==> src/rtl/delay_mem_sequencer_if.sv <==
// SRAM port bundle for the delay-line sequencer.
// master = sequencer side, slave = SRAM macro side.
interface delay_mem_sequencer_if #(
    parameter int ADDR_W = 8,
    parameter int DATA_W = 16
);
    logic              sram_csb;
    logic              sram_web;
    logic [ADDR_W-1:0] sram_addr;
    logic [DATA_W-1:0] sram_din;
    logic [DATA_W-1:0] sram_dout;

    modport master (output sram_csb, output sram_web, output sram_addr,
                    output sram_din, input sram_dout);
    modport slave  (input sram_csb, input sram_web, input sram_addr,
                    input sram_din, output sram_dout);
endinterface

==> src/rtl/delay_mem_sequencer.sv <==
// Delay-line sequencer: per sample tick, reads the sample recorded
// delay_len ticks ago from a circular SRAM buffer, presents it on
// sample_out, then optionally records the new sample and advances the
// write pointer. All outputs are registered.
module delay_mem_sequencer #(
    parameter int ADDR_W = 8,
    parameter int DATA_W = 16
) (
    input  logic                  wb_clk_i,
    input  logic                  wb_rst_i,
    input  logic                  sample_tick,
    input  logic [DATA_W-1:0]     sample_in,
    input  logic                  record,
    input  logic                  loop,
    input  logic [ADDR_W-1:0]     delay_len,
    input  logic                  clr_overrun,
    delay_mem_sequencer_if.master sram,
    output logic [DATA_W-1:0]     sample_out,
    output logic                  sample_valid,
    output logic                  busy,
    output logic                  overrun
);

    typedef enum logic [1:0] {IDLE, RD, CAP, WR} state_t;

    state_t            state;
    logic [ADDR_W-1:0] wr_ptr;
    logic [ADDR_W-1:0] lat_delay;
    logic [DATA_W-1:0] lat_sample;
    logic              lat_record;
    logic              lat_loop;

    // Sequencer FSM; SRAM strobes are registered on the edge entering RD/WR
    // so they are valid for the whole RD/WR cycle.
    always_ff @(posedge wb_clk_i or posedge wb_rst_i) begin
        if (wb_rst_i) begin
            state          <= IDLE;
            wr_ptr         <= '0;
            lat_delay      <= '0;
            lat_sample     <= '0;
            lat_record     <= 1'b0;
            lat_loop       <= 1'b0;
            sample_out     <= '0;
            sample_valid   <= 1'b0;
            busy           <= 1'b0;
            sram.sram_csb  <= 1'b1;
            sram.sram_web  <= 1'b1;
            sram.sram_addr <= '0;
            sram.sram_din  <= '0;
        end else begin
            // strobes idle unless a read/write cycle is being entered
            sram.sram_csb <= 1'b1;
            sram.sram_web <= 1'b1;
            sample_valid  <= 1'b0;
            case (state)
                IDLE: begin
                    if (sample_tick) begin
                        lat_sample <= sample_in;
                        lat_record <= record;
                        lat_loop   <= loop;
                        lat_delay  <= delay_len;
                        busy       <= 1'b1;
                        state      <= RD;
                        // zero delay is a bypass: no SRAM read at all
                        if (delay_len != '0) begin
                            sram.sram_csb  <= 1'b0;
                            sram.sram_addr <= wr_ptr - delay_len;
                        end
                    end
                end
                RD: begin
                    state <= CAP;
                end
                CAP: begin
                    // SRAM read data is valid during CAP
                    sample_out   <= (lat_delay == '0) ? lat_sample : sram.sram_dout;
                    sample_valid <= 1'b1;
                    state        <= WR;
                    if (lat_record) begin
                        sram.sram_csb  <= 1'b0;
                        sram.sram_web  <= 1'b0;
                        sram.sram_addr <= wr_ptr;
                        sram.sram_din  <= lat_sample;
                    end
                end
                WR: begin
                    // record and loop both advance; record+loop acts as record
                    if (lat_record || lat_loop) wr_ptr <= wr_ptr + 1'b1;
                    busy  <= 1'b0;
                    state <= IDLE;
                end
                default: state <= IDLE;
            endcase
        end
    end

    // Sticky overrun: a tick arriving while busy is dropped and flagged;
    // setting takes priority over a same-cycle clear.
    always_ff @(posedge wb_clk_i or posedge wb_rst_i) begin
        if (wb_rst_i)                         overrun <= 1'b0;
        else if (sample_tick && state != IDLE) overrun <= 1'b1;
        else if (clr_overrun)                 overrun <= 1'b0;
    end

endmodule

==> src/flat_wrapper.sv <==
// flat-port wrapper written by rule: the top's interface ports become plain ports
module delay_mem_sequencer_flat 
#(
    parameter int ADDR_W = 8,
    parameter int DATA_W = 16
)
  (wb_clk_i, wb_rst_i, sample_tick, sample_in, record, loop, delay_len, clr_overrun, sample_out, sample_valid, busy, overrun, sram_sram_csb, sram_sram_web, sram_sram_addr, sram_sram_din, sram_sram_dout);
  delay_mem_sequencer_if #(.ADDR_W(ADDR_W), .DATA_W(DATA_W)) sram_i ();
  input  logic wb_clk_i;
  input  logic wb_rst_i;
  input  logic sample_tick;
  input  logic [DATA_W-1:0] sample_in;
  input  logic record;
  input  logic loop;
  input  logic [ADDR_W-1:0] delay_len;
  input  logic clr_overrun;
  output logic [DATA_W-1:0] sample_out;
  output logic sample_valid;
  output logic busy;
  output logic overrun;
  output wire logic [$bits(sram_i.sram_csb)-1:0] sram_sram_csb;
  output wire logic [$bits(sram_i.sram_web)-1:0] sram_sram_web;
  output wire logic [$bits(sram_i.sram_addr)-1:0] sram_sram_addr;
  output wire logic [$bits(sram_i.sram_din)-1:0] sram_sram_din;
  input wire logic [$bits(sram_i.sram_dout)-1:0] sram_sram_dout;
  assign sram_sram_csb = sram_i.sram_csb;
  assign sram_sram_web = sram_i.sram_web;
  assign sram_sram_addr = sram_i.sram_addr;
  assign sram_sram_din = sram_i.sram_din;
  assign sram_i.sram_dout = sram_sram_dout;
  delay_mem_sequencer #(.ADDR_W(ADDR_W), .DATA_W(DATA_W)) u_core (.wb_clk_i(wb_clk_i), .wb_rst_i(wb_rst_i), .sample_tick(sample_tick), .sample_in(sample_in), .record(record), .loop(loop), .delay_len(delay_len), .clr_overrun(clr_overrun), .sram(sram_i), .sample_out(sample_out), .sample_valid(sample_valid), .busy(busy), .overrun(overrun));
endmodule
==> config.mk <==
export PLATFORM = sky130hd
export DESIGN_NAME = delay_mem_sequencer_flat
export DESIGN_NICKNAME = d
export VERILOG_FILES = /design/src/rtl/delay_mem_sequencer_if.sv /design/src/rtl/delay_mem_sequencer.sv /design/src/flat_wrapper.sv
export SDC_FILE = /design/constraint.sdc
export NUM_CORES = 1
export LEC_CHECK = 0
export BUFFER_PORTS_ARGS = -buffer_cell sky130_fd_sc_hd__buf_4
export CAP_MARGIN = 20
export CORE_UTILIZATION = 57
export CTS_CLUSTER_SIZE = 16
export DETAILED_ROUTE_END_ITERATION = 16
export PLACE_DENSITY = 0.92
export SYNTH_ARGS = -nofsm -noshare
export SYNTH_HDL_FRONTEND = slang
export SYNTH_SLANG_ARGS = --single-unit
==> constraint.sdc <==
create_clock -name wb_clk_i -period 5.8 [get_ports wb_clk_i]
set_clock_uncertainty 0.15 [all_clocks]
set_input_delay 0.87 -clock wb_clk_i [delete_from_list [all_inputs] [get_ports wb_clk_i]]
set_output_delay 0.87 -clock wb_clk_i [all_outputs]
set_load 0.05 [all_outputs]
==> results.py <==
metrics = {
    "drt": {
        "drt-vias-per-instance": 5.699,
        "drc": 0,
        "vias": 2787,
        "ant_nets": 0,
        "wl_per_cell_um": 17.23,
        "first_pass_iters": 4,
        "wl_um": 8425,
        "drt_iter0_drc": 164,
    },
    "logic_synthesis": {
        "syn_nets": 377,
        "yosysTopAreaCell": "dfrtp_1",
        "synth.area.top_cells": "dfrtp_1, mux2_2, mux2i_1",
        "avgSynthCellArea_um2": 11.61,
        "synth.distinct_cells": 42,
        "synth-async-reset-ratio_pct": 100.0,
        "yosys-top-cells-count": "dfrtp_1, mux2_2, nand2_1",
        "syn-instance-count": 318,
        "synth_edf_count": 0,
        "synth.top_cell.area_share_pct": 53.56,
        "synth_most_common_cell": "dfrtp_1",
        "ys_seq_elements": 81,
        "syn_area_mm2": 0.003691,
        "seq_area_frac_synth_pct": 54.98,
        "ys_warn_count": 0,
        "ys.flop_type": "dfrtp_1",
    },
    "clocking": {
        "cts_inserted_buffers": 9,
        "cts_setup_buffers": 0,
        "post_cts_resized": 0,
        "clkSinkCount": 81,
        "root_buffer": "clkbuf_8",
        "cts_hold_buf": 0,
        "cts_tree": "yes",
        "insertion_delay_ns": 0.35,
        "clockBufferDepth": 2,
        "path_clk_slew_ns": 0.08,
        "htreeDepth": 3,
    },
    "flow_run": {
        "maxCapViolCount": 0,
    },
    "global_routing": {
        "grt_overflow": 0,
        "grt_max_degree": 82,
        "grt_pass1_wl_um": 12830,
        "track_usage_pct": 26.08,
        "antenna_found_initial": 0,
        "grt_pass1_vias": 2687,
    },
    "critical_path": {
        "critPathSlowestCell": "ha_2",
        "crit_type": "register to register",
        "cp_max_fo": 54,
        "reg2regPathDepth": 7,
        "cp_slowest_stage_delay_ns": 0.87,
        "cp-start-kind": "register",
        "r2r_slack_ns": 2.86,
        "worstSetupEndpointType": "register",
        "required_ns": 5.89,
        "timing.rr.end": "u_core.sram.sram_addr[7]",
        "worstPathCellList": "inv_1, ha_2, mux2_2, nand2_1, or2_1, a211oi_1, nand3_1",
        "r2r-start": "u_core.state[0]",
        "arrival_ns": 3.03,
    },
    "sta": {
        "report.final.hold_viol_count": 0,
        "finalCriticalPeriod_ns": 2.940,
        "tightestPinTransition_ns": 1.010,
        "fin_crit_sh_pct": 50.68,
        "maxSlewViolCount": 0,
        "timing.slew.headroom_pct": 32.66,
        "tns_ns": 0,
        "whs_ns": 0.3381,
        "rsz0062_at_grt": "no",
        "fmax_mhz": 340.2,
        "finalSetupViolCount": 0,
    },
    "layout": {
        "nets": 468,
        "final_layout_size_suffix_gt1_share_pct": 37.20,
        "area_growth_pct": 26.44,
        "finalNonFillerCells": 489,
        "antenna_cells": 0,
    },
    "worst_hold_path": {
        "worstHoldStart": "u_core.lat_delay[3]",
        "hold_path.class": "register to register",
        "min_delay_path_depth": 2,
        "whs_endpoint": "u_core.lat_delay[3]",
    },
    "power": {
        "total_power_mw": 3.059,
        "powerDensity_mw_per_mm2": 655.4,
        "p_leak_nw": 2.313,
        "max-vdd-ir-drop_mv": 0.3919,
    },
    "die": {
        "rows": 28,
        "initial_core_util_pct": 60.55,
        "core_mm2": 0.006096,
        "pin_count": 91,
        "die_height_um": 82.47,
        "chipWidth_um": 82.47,
        "die-area_mm2": 0.006801,
    },
    "placed_design": {
        "dp.cells": 472,
        "io_buffers": 90,
        "dpl.hpwl_um": 5755,
        "gp_congestion": 0.9205,
    },
    "run_status": {
        "outcome": "finished clean",
    },
}
## placed cells by master, fill, tap and decap left out, types with 3 or more instances in the layout
cell and count:
buf_4 92, dfrtp_1 79, mux2_2 38, nand2_1 28
a21oi_1 22, nor2_1 21, mux2i_1 19, o21ai_0 17
inv_1 13, clkbuf_8 12, ha_1 11, xnor2_1 7
nor3_1 5, nand2b_1 3, nor2b_1 3, clkinv_2 3
## how the worst max path moves through the flow
stage / start / end / slack, ns / cells past startpoint
finish: u_core.state[0] / u_core.sram.sram_addr[7] / 2.86 / 7
global route: u_core.state[0] / u_core.sram.sram_addr[7] / 2.62 / 7
CTS: u_core.state[0] / u_core.sram.sram_addr[7] / 2.88 / 7
detailed placement: delay_len[1] / u_core.sram.sram_addr[7] / 2.81 / 8
global placement: delay_len[1] / u_core.sram.sram_addr[7] / 2.87 / 8
floorplan: wb_rst_i / u_core.busy / 2.70 / 1
## report_power, final
group          switching, mW  leakage [nW]  internal [mW]
clock                  0.205         0.113          0.234
sequential             0.188         0.961          0.844
combinational           1.01          1.24          0.573
total                   1.41          2.31           1.65
## worst max-delay path: cells and delay by family, from the launching register on
| kind | cells | cell delay, ns |
|---|---|---|
| muxes | 1 | 0.31 |
| adders and majority gates | 1 | 0.87 |
| buffers and inverters | 1 | 0.13 |
| DFF | 1 | 0.39 |
| AOI/OAI and AO/OA | 1 | 0.33 |
| and+or+nand+nor | 3 | 0.64 |
## flip-flops by register name, indices dropped and copies added, names as in the netlist, 2 cells and up
name	count
u_core.lat_delay	8
u_core.lat_sample	16
u_core.sample_out	16
u_core.sram.sram_addr	8
u_core.sram.sram_din	16
u_core.state	2
u_core.wr_ptr	8
## routing by layer
layer  vias to the layer above  GRT usage [%]  routed length [um]
met4                         0          10.00                 174
met2                        85          42.64                4359
met3                        16          6.593                 400
li1                       1294              -                   -
met5                         -              0                   0
met1                      1392          33.41                3490
## kinds of logic after synthesis
family,share of synthesized area (%)
compound gates,8.780
fa+ha+maj,4.610
simple gates,10.10
buf+inv,2.881
xor+xnor,1.898
mux,16.75
flops,54.98
## stage by stage
stage / utilization [%] / setup slack, ns / area (um^2)
6_report: 76.56 / 2.860 / 4667
5_1_grt: 76.56 / 2.624 / 4667
4_1_cts: 76.11 / 2.876 / 4639
3_5_place_dp: 72.60 / 2.810 / 4425
3_3_place_gp: 72.60 / 2.873 / 4425
2_1_floorplan: - / 2.703 / 3691
## area by class of cell
type                            count  area, um^2
Inverter                           14       53.80
Clock buffer                       12       165.2
Sequential cell                    81        2029
Tap cell                           75       93.84
Multi-Input combinational cell    210        1558
Fill cell                         408        1429
Timing Repair Buffer               93       718.2
Clock inverter                      4       48.80
(Power assumes the default switching activity.)
